[src/rtl/jk_arb_pkg.sv]
// Shared types and JK command encoding for the JK bank arbiter and its cell bank.
package jk_arb_pkg;

    typedef enum logic [1:0] {
        IDLE  = 2'd0,
        GRANT = 2'd1,
        APPLY = 2'd2
    } arb_state_e;

    // Command encoding is {j, k}
    localparam logic [1:0] JK_HOLD = 2'b00;
    localparam logic [1:0] JK_CLR  = 2'b01;
    localparam logic [1:0] JK_SET  = 2'b10;
    localparam logic [1:0] JK_TGL  = 2'b11;

    function automatic logic jk_next(input logic [1:0] cmd, input logic cur);
        logic nxt;
        case (cmd)
            JK_CLR:  nxt = 1'b0;
            JK_SET:  nxt = 1'b1;
            JK_TGL:  nxt = ~cur;
            default: nxt = cur;
        endcase
        return nxt;
    endfunction

endpackage

[src/rtl/jk_cell_bank.sv]
// Bank of NBITS JK flip-flops with a single indexed write port and synchronous active-low clear.
module jk_cell_bank
    import jk_arb_pkg::*;
#(
    parameter int NBITS = 8,
    parameter int IDXW  = $clog2(NBITS)
) (
    input  logic             clk,
    input  logic             reset,
    input  logic             we,
    input  logic [IDXW-1:0]  widx,
    input  logic             j,
    input  logic             k,
    output logic [NBITS-1:0] q
);

    for (genvar gi = 0; gi < NBITS; gi++) begin : g_cell
        logic bit_reg;

        always_ff @(posedge clk) begin
            if (!reset) begin
                bit_reg <= 1'b0;
            end else if (we && (widx == IDXW'(gi))) begin
                bit_reg <= jk_next({j, k}, bit_reg);
            end
        end

        assign q[gi] = bit_reg;
    end

endmodule

[src/rtl/jk_bank_arbiter.sv]
// Round-robin arbiter sequencing JK commands from NREQ requesters onto one shared JK bank.
// Optional burst ownership via extra lock input when JK_ARB_LOCK_EN is defined.
module jk_bank_arbiter
    import jk_arb_pkg::*;
#(
    parameter int NREQ  = 4,
    parameter int NBITS = 8
) (
    input  logic                          clk,
    input  logic                          reset,
    input  logic [NREQ-1:0]               req,
    input  logic [NREQ-1:0]               j,
    input  logic [NREQ-1:0]               k,
    input  logic [NREQ*$clog2(NBITS)-1:0] idx,
`ifdef JK_ARB_LOCK_EN
    input  logic [NREQ-1:0]               lock,
`endif
    output logic [NREQ-1:0]               gnt,
    output logic [NREQ-1:0]               ack,
    output logic                          rdata,
    output logic                          err,
    output logic [NBITS-1:0]              q,
    output logic                          busy
);

    localparam int IDXW = $clog2(NBITS);
    localparam int PW   = $clog2(NREQ);

    localparam logic [1:0] ST_IDLE  = IDLE;
    localparam logic [1:0] ST_GRANT = GRANT;
    localparam logic [1:0] ST_APPLY = APPLY;

    logic [1:0]      state_reg, state_next;
    logic [PW-1:0]   rr_ptr_reg, rr_ptr_next;
    logic [PW-1:0]   win_reg, win_next;
    logic            rdata_reg;
    logic            err_reg;

    logic [NREQ-1:0] win_onehot;
    logic [NREQ-1:0] others;
    logic [PW-1:0]   ptr_after;
    logic            lock_hold;

    logic [IDXW-1:0] sel_idx;
    logic            sel_j;
    logic            sel_k;
    logic            in_range;
    logic            cur_bit;
    logic            new_bit;
    logic            bank_we;

    // First set bit of mask at or above start, wrapping; caller guarantees mask is non-zero.
    function automatic logic [PW-1:0] rr_pick(input logic [NREQ-1:0] mask,
                                              input logic [PW-1:0]   start);
        logic [PW-1:0] pick;
        logic          found;
        int            c;
        pick  = '0;
        found = 1'b0;
        for (int off = 0; off < NREQ; off++) begin
            c = (int'(start) + off) % NREQ;
            if (!found && mask[c]) begin
                found = 1'b1;
                pick  = PW'(c);
            end
        end
        return pick;
    endfunction

    assign win_onehot = NREQ'(1) << win_reg;
    assign others     = req & ~win_onehot;
    assign ptr_after  = (win_reg == PW'(NREQ - 1)) ? '0 : win_reg + 1'b1;

`ifdef JK_ARB_LOCK_EN
    assign lock_hold = |(lock & req & win_onehot);
`else
    assign lock_hold = 1'b0;
`endif

    // Payload of the current winner; only consumed while in GRANT.
    always_comb begin
        sel_idx = '0;
        sel_j   = 1'b0;
        sel_k   = 1'b0;
        for (int r = 0; r < NREQ; r++) begin
            if (win_reg == PW'(r)) begin
                sel_idx = idx[r*IDXW +: IDXW];
                sel_j   = j[r];
                sel_k   = k[r];
            end
        end
    end

    assign in_range = (32'(sel_idx) < NBITS);

    always_comb begin
        cur_bit = 1'b0;
        for (int i = 0; i < NBITS; i++) begin
            if (sel_idx == IDXW'(i)) begin
                cur_bit = q[i];
            end
        end
    end

    assign new_bit = in_range ? jk_next({sel_j, sel_k}, cur_bit) : 1'b0;
    assign bank_we = (state_reg == ST_GRANT) && in_range;

    always_comb begin
        state_next  = state_reg;
        rr_ptr_next = rr_ptr_reg;
        win_next    = win_reg;
        case (state_reg)
            ST_IDLE: begin
                if (|req) begin
                    win_next   = rr_pick(req, rr_ptr_reg);
                    state_next = ST_GRANT;
                end
            end
            ST_GRANT: begin
                state_next = ST_APPLY;
            end
            ST_APPLY: begin
                if (lock_hold) begin
                    state_next = ST_GRANT;
                end else begin
                    rr_ptr_next = ptr_after;
                    if (|others) begin
                        win_next   = rr_pick(others, ptr_after);
                        state_next = ST_GRANT;
                    end else begin
                        state_next = ST_IDLE;
                    end
                end
            end
            default: begin
                state_next = ST_IDLE;
            end
        endcase
    end

    always_ff @(posedge clk) begin
        if (!reset) begin
            state_reg  <= ST_IDLE;
            rr_ptr_reg <= '0;
            win_reg    <= '0;
            rdata_reg  <= 1'b0;
            err_reg    <= 1'b0;
        end else begin
            state_reg  <= state_next;
            rr_ptr_reg <= rr_ptr_next;
            win_reg    <= win_next;
            if (state_reg == ST_GRANT) begin
                rdata_reg <= new_bit;
                err_reg   <= ~in_range;
            end
        end
    end

    jk_cell_bank #(
        .NBITS (NBITS),
        .IDXW  (IDXW)
    ) u_bank (
        .clk   (clk),
        .reset (reset),
        .we    (bank_we),
        .widx  (sel_idx),
        .j     (sel_j),
        .k     (sel_k),
        .q     (q)
    );

    assign gnt   = (state_reg == ST_GRANT) ? win_onehot : '0;
    assign ack   = (state_reg == ST_APPLY) ? win_onehot : '0;
    assign rdata = (state_reg == ST_APPLY) && rdata_reg;
    assign err   = (state_reg == ST_APPLY) && err_reg;
    assign busy  = (state_reg != ST_IDLE);

endmodule
[config.mk]
export PLATFORM = sky130hd
export DESIGN_NAME = jk_bank_arbiter
export DESIGN_NICKNAME = d
export VERILOG_FILES = /design/src/rtl/jk_arb_pkg.sv /design/src/rtl/jk_cell_bank.sv /design/src/rtl/jk_bank_arbiter.sv
export SDC_FILE = /design/constraint.sdc
export NUM_CORES = 1
export LEC_CHECK = 0
export CAP_MARGIN = 15
export CORE_ASPECT_RATIO = 1.5
export CORE_UTILIZATION = 47
export CTS_CLUSTER_DIAMETER = 120
export DETAILED_ROUTE_END_ITERATION = 6
export PLACE_DENSITY = 0.81
export SYNTH_ARGS = -nofsm -noshare
export SYNTH_HDL_FRONTEND = slang
export SYNTH_SLANG_ARGS = --single-unit
[constraint.sdc]
create_clock -name clk -period 2.85 [get_ports clk]
set_input_delay 0.855 -clock clk [delete_from_list [all_inputs] [get_ports clk]]
set_output_delay 0.855 -clock clk [all_outputs]
set_load 0.02 [all_outputs]
# Yosys cells after proc, flatten, opt, wreduce, memory -nomap -nowiden
# Index checks and enable logic that the tools add are counted.
[op_classes]
add_sub_neg = 7
magnitude_cmp = 8
eq_ne = 17
n_shift = 1
n_mux = 86
bitwise = 17
reduce_logical = 44
[op_table]
columns = ["cell", "n"]
rows = [
  ["1-bit two-way mux", 49],
  ["1-bit case mux with 3 select lines", 9],
  ["3-bit by 4-bit < comparator with 1-bit output (second input constant)", 6],
  ["2-bit two-way mux", 12],
  ["1-bit binary-select mux with 2-bit select", 8],
  ["2-bit AND reduction", 8],
  ["1-bit logical AND", 15],
  ["3-bit equality test (second input constant)", 4],
  ["3-bit two-way mux", 4],
  ["2-bit OR reduction", 6],
  ["2-bit equality test (second input constant)", 5],
  ["1-bit NOT", 9],
  ["2-bit adder (second input constant)", 4],
  ["4-bit two-way mux", 2],
  ["4-bit OR reduction", 2],
  ["2-bit by 1-bit adder with 2-bit output (second input constant)", 3],
  ["1-bit AND (first input constant)", 6],
  ["2-bit by 1-bit equality test with 1-bit output (second input constant)", 3],
  ["3-bit by 2-bit equality test with 1-bit output (second input constant)", 2],
  ["1-bit logical NOT", 6],
  ["2-bit by 3-bit < comparator with 1-bit output (second input constant)", 2],
  ["2-bit case mux with 3 select lines", 1],
  ["4-bit AND", 1],
  ["2-bit logical NOT", 2],
  ["9 further kinds", 11],
]
[word_totals]
reg_bits = 15
output_inout_bits = 19

# Logic depth before layout (Yosys ltp)
# Gate-level depths: netlist of run 1.
[logic_depth]
word_depth = 23
mapped_depth = 9
ltp_nobuf = 7

# Cells and area by module
# A second synthesis of run 1 with hierarchy kept.
[hier_totals]
cells_unflattened = 184
hier_area_um2 = 1406.3
[by_module_without_submodules]
columns = ["mod", "n_inst", "cells_each", "area_per_inst_um2", "seq_area_each_um2"]
rows = [
  ["jk_bank_arbiter", 1, 135, 965.9, 140.1],
  ["jk_cell_bank", 1, 49, 440.4, 160.2],
]

# Worst setup path after synthesis of run 1
# Ideal clock, no wire load.
[synth_timing]
kind = "register to register"
start = "register win_reg[0]"
end = "register rdata_reg"
setup_time_ps = 123
t_arrival_ps = 2205
t_required_ps = 2727
path_slack_ps = 522
stages_incl_launch_ff = 9
path_buffers = 1
cell_sequence = "dfxtp_1 -> clkbuf_1 -> inv_1 -> ha_1 -> a211oi_1 -> a211oi_4 -> mux2i_1 -> mux4_2 -> mux2i_1"
[synth_via]
elab_chain_len = 16
elab_cells_between_ends = 37
cone_classes = "eq/ne: 13; mux: 21; bitwise: 1; reduce/logical: 2"
[synth_lines]
columns = ["element", "line", "source"]
rows = [
  ["from (decl)", "jk_bank_arbiter.sv:35", "logic [PW-1:0] win_reg, win_next;"],
  ["from (signal assigned)", "jk_bank_arbiter.sv:151", "win_reg <= win_next;"],
  ["2-bit logical NOT", "jk_bank_arbiter.sv:86", "if (win_reg == PW'(r)) begin"],
  ["3-bit two-way mux (4 in series)", "jk_bank_arbiter.sv:86", ""],
  ["3-bit logical NOT", "jk_bank_arbiter.sv:99", "if (sel_idx == IDXW'(i)) begin"],
  ["1-bit two-way mux (8 in series)", "jk_bank_arbiter.sv:99", ""],
  ["1-bit NOT", "jk_arb_pkg.sv:21", "JK_TGL: nxt = ~cur;"],
  ["1-bit case mux with 3 select lines *", "jk_arb_pkg.sv:18", "case (cmd)"],
  ["to (signal assigned)", "jk_bank_arbiter.sv:153", "rdata_reg <= new_bit;"],
  ["to (decl)", "jk_bank_arbiter.sv:36", "logic rdata_reg;"],
]
# Mark *: on every way between the ends. The rest lies on a longest branch, timed or not.
# A chain may end at the register's enable or synchronous reset.

# Final worst setup path of run 1
[layout_timing]
start = "register state_reg[0]"
end = "output port gnt[0]"
[layout_via]
elab_chain_len = 2
[layout_lines]
columns = ["element", "line", "source"]
rows = [
  ["from (decl)", "jk_bank_arbiter.sv:33", "logic [1:0] state_reg, state_next;"],
  ["from (signal assigned)", "jk_bank_arbiter.sv:149", "state_reg <= state_next;"],
  ["2-bit by 1-bit equality test with 1-bit output", "jk_bank_arbiter.sv:172", "assign gnt = (state_reg == ST_GRANT) ? win_onehot : '0;"],
  ["4-bit two-way mux", "jk_bank_arbiter.sv:172", ""],
  ["to (decl)", "jk_bank_arbiter.sv:18", "output logic [NREQ-1:0] gnt,"],
]
# Every way passes these cells.

==> run_results.csv, run 1 <==
group,metric,value,unit
power,power.density,400,mW/mm^2
critical_path,rr_worst_depth,8,
drt,drt.antenna.violating_nets,0,
run,maxCapViolCount,0,
sta,rsz0062_at_grt,"false",
logic_synthesis,yosysWarningCount,0,
logic_synthesis,synth_cell_type_count,51,
floorplan,core_area,0.00288,sq mm
min_path,hold_depth,2,
logic_synthesis,synth_edf_count,0,
clock_tree,root_buffer,"clkbuf_8",
logic_synthesis,ys_seq_area_share,21.1,%
power,p_leak,0.855,nW
logic_synthesis,async_reset_ff_share,0,%
drt,firstDrtPassIters,5,
finish,antennaDiodeCount,0,
logic_synthesis,synth_area,0.00142,sq mm
sta,setup_viol,0,
finish,nFillCells,242,
floorplan,rows,24,
sta,tightestPinTransition,588,ps
placement,portBuffers,43,
drt,num_vias,1507,
status,outcome,"finished, final reports clean",
logic_synthesis,synth_cells,178,
power,peakVddDrop,0.388,mV
clock_tree,clk_pin_slew_worst_paths,60,ps
placement,gp_congestion,0.920,
critical_path,worstPathArrival,1890,ps
critical_path,critPathMaxFanout,6,
floorplan,dieHeight,69.4,microns
sta,fmax,364,MHz
clock_tree,clk_latency,250,ps
drt,wl_per_cell,16.6,microns
global_routing,met3_usage,3.65,%
sta,relSlewSlack,60.4,%
clock_tree,clk_path_buf_depth,2,
min_path,holdCritPathClass,"reg -> reg",
critical_path,endpoint_kind,"output pin",
global_routing,top_usage_layer,"met2",
clock_tree,cts_tree,"built",
critical_path,cp-start-kind,"register",
floorplan,ioPinCount,45,
sta,layout_min_cycle_time,2740,ps
critical_path,crit_start,"state_reg[0]",
clock_tree,hold_buffers,0,
critical_path,critical_path_class,"reg -> out",
floorplan,initial_core_util,49.4,%
global_routing,grt_use_met2,50.3,%
sta,hold_viol,0,
sta,whs,542,ps
logic_synthesis,synth_flop_cell,"dfxtp_1",
finish,final_common_cell,"clkdlybuf4s50_1",
finish,final_cells,256,
placement,dp_hpwl,3370,microns
floorplan,die_w,46.9,microns
global_routing,grt_overflow_total,0,
drt,drt-total-wl,4260,microns
global_routing,grt_pass1_wl,6910,microns
global_routing,grt_use_met1,32.4,%
global_routing,antenna_found_initial,0,
critical_path,crit_end,"gnt[0]",
critical_path,critical_path_required,2000,ps
drt,drtIter0Drc,79,
global_routing,grt_usage,28.4,%
finish,layout_common_cells,"clkdlybuf4s50_1 (43), nand2_1 (19), dfxtp_1 (15), a21oi_1 (11), a21o_1 (10)",
global_routing,grt_pass1_vias,1513,
logic_synthesis,syn-num-nets,208,
clock_tree,cts_num_sinks,15,
logic_synthesis,ys_ff_latch,15,
finish,area_delta_synth_final,34.7,%
global_routing,grt_max_degree,22,
power,finalPower,767,uW
sta,layout_worst_path_cycle_share,96.3,%
drt,drc_errors,0,
drt,avgViaCountPerCell,5.89,
sta,drv_slew,0,
critical_path,r2r-start,"win_reg[1]",
clock_tree,numCtsBuffers,3,
finish,nets,248,
finish,drive_gt1_share,13.4,%
logic_synthesis,syn_avg_cell_area,8.00,sq um
critical_path,reg2reg_to,"rdata_reg",
sta,fin_tns_setup,0,ps
floorplan,dieArea,0.00326,sq mm
placement,dp_cells,252,
sta,fin_worst_skew,1.26,ps
clock_tree,htreeDepth,1,
critical_path,regToRegSetupSlack,270,ps
finish,largest_register_ffs,8,
==> worst max-delay path, stage by stage, from the launching register on <==
cell and delay (ps):
dfxtp_1 410, nor2b_1 430, and2_2 220, clkdlybuf4s50_1 590
==> cells by family (layout without fill, tap and decap cells) <==
group                    Yosys count  after routing  synth area share (%)
adder cells (fa/ha/maj)            4              4                  3.52
buffers and inverters             25             64                  8.96
multiplexers                       7              7                  5.89
other                              1              1                 0.263
flip-flops                        15             15                  21.1
AO/OA/AOI/OAI                     66             66                  36.3
AND/OR/NAND/NOR                   60             60                  24.0
==> area by class of cell <==
class                   instances  area [sq um]  share of cell area, %
clock buffers                   3          41.3                   2.15
clock inverters                 1          5.00                  0.261
inverters                       9          33.8                   1.76
multi-input cells             138           998                   52.1
flip-flops and latches         15           300                   15.7
well taps                      39          48.8                   2.54
repair buffers                 51           490                   25.6
==> what timing repair did <==
action                                  in CTS  in global routing
resized for setup                            0                  1
endpoints found under the setup margin       0                  4
setup buffers                                0                  0
==> worst min-delay path by stage <==
stage / startpoint / end
2_1_floorplan: rr_ptr_reg[1] / rr_ptr_reg[1]
3_3_place_gp: rr_ptr_reg[1] / rr_ptr_reg[1]
3_5_place_dp: u_bank.g_cell[7].bit_reg / u_bank.g_cell[7].bit_reg
4_1_cts: rr_ptr_reg[1] / rr_ptr_reg[1]
5_1_grt: u_bank.g_cell[4].bit_reg / u_bank.g_cell[4].bit_reg
6_report: u_bank.g_cell[4].bit_reg / u_bank.g_cell[4].bit_reg
==> stage by stage <==
stage                     instance area (sq um)  utilization, %  setup WS [ps]
final                                      1920            66.5            105
after floorplan                            1420               -            522
after global placement                     1870            64.8           91.1
after CTS                                  1920            66.4           67.2
after global routing                       1920            66.5           51.2
after detailed placement                   1870            64.8          -43.2
==> per-layer routing <==
layer	vias up	wire length [microns]
met5	-	0
met4	0	71
met3	8	230
met2	71	2370
met1	705	1590
li1	723	-
==> Yosys cell counts, types with 2 or more instances <==
cell type	count	area [sq um]
o211ai_1	2	15.0
a21o_1	10	75.1
nand3b_1	4	30.0
and2_1	8	50.1
mux2i_1	5	50.1
a211o_1	2	17.5
o211a_1	9	90.1
buf_4	9	67.6
nand2_1	19	71.3
a211oi_1	5	37.5
o21ai_0	7	35.0
dfxtp_1	15	300
nand2b_1	2	12.5
ha_1	4	50.1
and2_2	2	15.0
a21oi_1	11	55.1
nor3b_1	2	15.0
nand3_1	2	10.0
nor2b_1	7	43.8
nor2_1	4	15.0
inv_1	9	33.8
clkbuf_1	7	26.3
a211oi_2	2	25.0
a21boi_0	3	22.5
o221ai_1	2	17.5
==> where the power goes <==
group / leakage [nW] / switching, mW / internal (mW)
Sequential: 0.122 / 0.0157 / 0.223
Combinational: 0.708 / 0.188 / 0.169
Clock: 0.0255 / 0.0745 / 0.0968
Note: power is estimated with default switching activity, not from simulation.
==> inputs of run 2 (changes only) <==
Settings changed: CORE_UTILIZATION 47 to 50, PLACE_DENSITY 0.81 to 0.86, RECOVER_POWER set to 25, SYNTH_HIERARCHICAL set to 1.
Clock period 2.85 ns to 3.25 ns, I/O delays scaled along.
==> run 2 against run 1 <==
Effect of this change: sequential cell count is the same; area after synthesis shrank 1.2%; worst setup slack gained 120 ps; cell count is the same; global-route usage grew 1.2 points; die area shrank 6.9%; largest power group unchanged.
==> run_results.csv, run 2 <==
group,metric,value,unit
status,outcome,"finished, final reports clean",
drt,firstDrtPassIters,4,
logic_synthesis,synth_area,0.00141,sq mm
sta,fin_worst_skew,1.59,ps
finish,antennaDiodeCount,0,
logic_synthesis,synth_cells,184,
clock_tree,clk_latency,250,ps
critical_path,critical_path_required,2270,ps
floorplan,initial_core_util,52.5,%
drt,route.met3.wl,207,microns
drt,num_vias,1528,
critical_path,critPathMaxStageDelay,610,ps
sta,rsz0062_at_grt,"false",
finish,drive_gt1_share,7.76,%
power,peakVddDrop,0.248,mV
logic_synthesis,synth_area_leader_cell,"dfxtp_1",
sta,drv_slew,0,
sta,relSlewSlack,55.6,%
global_routing,grt_overflow_total,0,
clock_tree,cts_resized,0,
sta,fin_tns_setup,0,ps
placement,portBuffers,43,
sta,tightestPinTransition,660,ps
floorplan,dieArea,0.00303,sq mm
floorplan,die_w,45.3,microns
clock_tree,clk_pin_slew_worst_paths,70,ps
global_routing,grt_max_degree,16,
drt,route.met2.wl,2210,microns
run,maxCapViolCount,0,
finish,layout_common_cells,"clkdlybuf4s50_1 (37), inv_1 (17), nand2_1 (16), dfxtp_1 (15), a21oi_1 (10)",
logic_synthesis,synth_top_area_share,21.4,%
power,p_switching,273,uW
placement,gp_congestion,0.992,
finish,final_common_cell,"clkdlybuf4s50_1",
clock_tree,numCtsBuffers,3,
clock_tree,post_cts_buffers,0,
logic_synthesis,synth.area.top_cells,"dfxtp_1 (21%), mux2i_1 (6.4%), buf_4 (4.8%), inv_1 (4.5%), o311a_1 (4.3%)",
min_path,holdCritPathClass,"reg -> reg",
power,swShare,38.5,%
critical_path,endpoint_kind,"output pin",
power,p_leak,0.737,nW
drt,avgViaCountPerCell,5.97,
critical_path,critical_path_class,"reg -> out",
logic_synthesis,yosys-top-cells-count,"inv_1 (17), nand2_1 (16), dfxtp_1 (15), a21oi_1 (10)",
critical_path,worstPathArrival,2050,ps
logic_synthesis,yosysWarningCount,6,
clock_tree,hold_buffers,0,
sta,setup_viol,0,
sta,layout_min_cycle_time,3030,ps
power,power.density,383,mW/mm^2
logic_synthesis,ys_seq_area_share,21.4,%
sta,fmax,330,MHz
sta,hold_viol,0,
floorplan,ioPinCount,45,
power,p_int,436,uW
floorplan,core_area,0.00268,sq mm
clock_tree,cts_num_sinks,15,
placement,dp_hpwl,3140,microns
logic_synthesis,syn_avg_cell_area,7.64,sq um
power,p_seq_share,29.8,%
critical_path,cp_cell_sequence,"ha_1, and2_1, clkdlybuf4s50_1",
logic_synthesis,synth_flop_cell,"dfxtp_1",
clock_tree,root_buffer,"clkbuf_8",
critical_path,cp-start-kind,"register",
drt,wl_per_cell,15.9,microns
logic_synthesis,ys_ff_latch,15,
logic_synthesis,async_reset_ff_share,0,%
clock_tree,htreeDepth,1,
global_routing,grt_pass1_vias,1456,
sta,layout_worst_path_cycle_share,93.2,%
finish,final_util,69.2,%
drt,highest_layer,"met4",
finish,area_delta_synth_final,31.8,%
power,clockPowerShare,22.5,%
drt,wl_met1,1530,microns
global_routing,grt_usage,29.6,%
global_routing,antenna_found_initial,0,
drt,drt.antenna.violating_nets,0,
floorplan,rows,23,
finish,largest_register_ffs,8,
power,power_frac_comb,47.7,%
drt,drtIter0Drc,45,
logic_synthesis,syn-num-nets,214,
finish,nFillCells,234,
critical_path,slowest_stage,"clkdlybuf4s50_1",
finish,nets,250,
drt,drc_errors,0,
logic_synthesis,synth_cell_type_count,51,
clock_tree,cts_tree,"built",
drt,drt-total-wl,4060,microns
global_routing,grt_pass1_wl,6540,microns
critical_path,critPathMaxFanout,12,
floorplan,dieHeight,67.0,microns
logic_synthesis,synth_edf_count,0,
logic_synthesis,synth_most_common_cell,"inv_1",
clock_tree,clk_path_buf_depth,2,
## run 2: cell count changes after synthesis, sizes merged, moves of 5 or more
cell	before	now
o22ai	1	6
a211oi	8	1
o311a	0	7
o211a	9	1
nand2b	2	8
a21o	10	1
inv	9	18
## run 2: cell families (layout without fill, tap and decap cells)
kind of cell | Yosys count | count (layout) | synth area share [%]
mux | 9 | 9 | 6.41
other cells | 1 | 1 | 0.267
fa+ha+maj | 4 | 4 | 3.56
buf+inv | 33 | 68 | 11.8
compound gates | 57 | 57 | 30.3
flops | 15 | 15 | 21.4
simple gates | 65 | 65 | 26.3
## run 2: area by class of cell
cell class / count / area, sq um / share of cell area [%]
inverter: 18 / 67.6 / 3.65
clock buffer: 3 / 41.3 / 2.23
sequential: 15 / 300 / 16.2
timing repair buffer: 46 / 453 / 24.4
multi-input combinational: 136 / 940 / 50.7
tap: 37 / 46.3 / 2.50
clock inverter: 1 / 5.00 / 0.270
## run 2: path summary, 6_finish.rpt
path / start / endpoint / slack, ps / cells after the start
setup reg to reg: win_reg[1] / u_bank/g_cell[6].bit_reg / 650 / 8
hold / removal: rr_ptr_reg[0] / rr_ptr_reg[0] / 530 / 2
hold reg to reg: rr_ptr_reg[0] / rr_ptr_reg[0] / 530 / 2
setup / recovery: win_reg[0] / gnt[1] / 220 / 3
## run 2: routing by layer
metal / global-route usage (%) / up-vias
met5: 0 / -
li1: - / 722
met3: 3.52 / 13
met2: 55.6 / 70
met1: 31.3 / 723
met4: 12.9 / 0
## run 2: power groups by stage
| stage | clock network, mW | logic, mW | registers, mW |
|---|---|---|---|
| 3_5_place_dp | 0 | 0.334 | 0.215 |
| 3_3_place_gp | 0 | 0.327 | 0.214 |
| 4_1_cts | 0.160 | 0.336 | 0.211 |
| 2_1_floorplan | 0 | 0.235 | 0.210 |
| 5_1_grt | 0.170 | 0.368 | 0.213 |
| 6_report | 0.160 | 0.338 | 0.211 |
## run 2: stage by stage
| stage | setup WS [ps] | hold slack (ps) | power (mW) | instances | area, sq um |
|---|---|---|---|---|---|
| floorplan | 855 | 470 | 0.445 | 184 | 1410 |
| global placement | 393 | 492 | 0.541 | 252 | 1810 |
| detailed placement | 340 | 510 | 0.549 | 252 | 1810 |
| CTS | 240 | 524 | 0.706 | 256 | 1850 |
| global route | 119 | 551 | 0.750 | 256 | 1850 |
| finish | 221 | 528 | 0.709 | 256 | 1850 |
## run 2: critical path: cells and delay by family (launching register included)
family	cells	cell delay, ps
buf+inv	1	610
simple gates	1	220
fa+ha+maj	1	500
flops	1	470
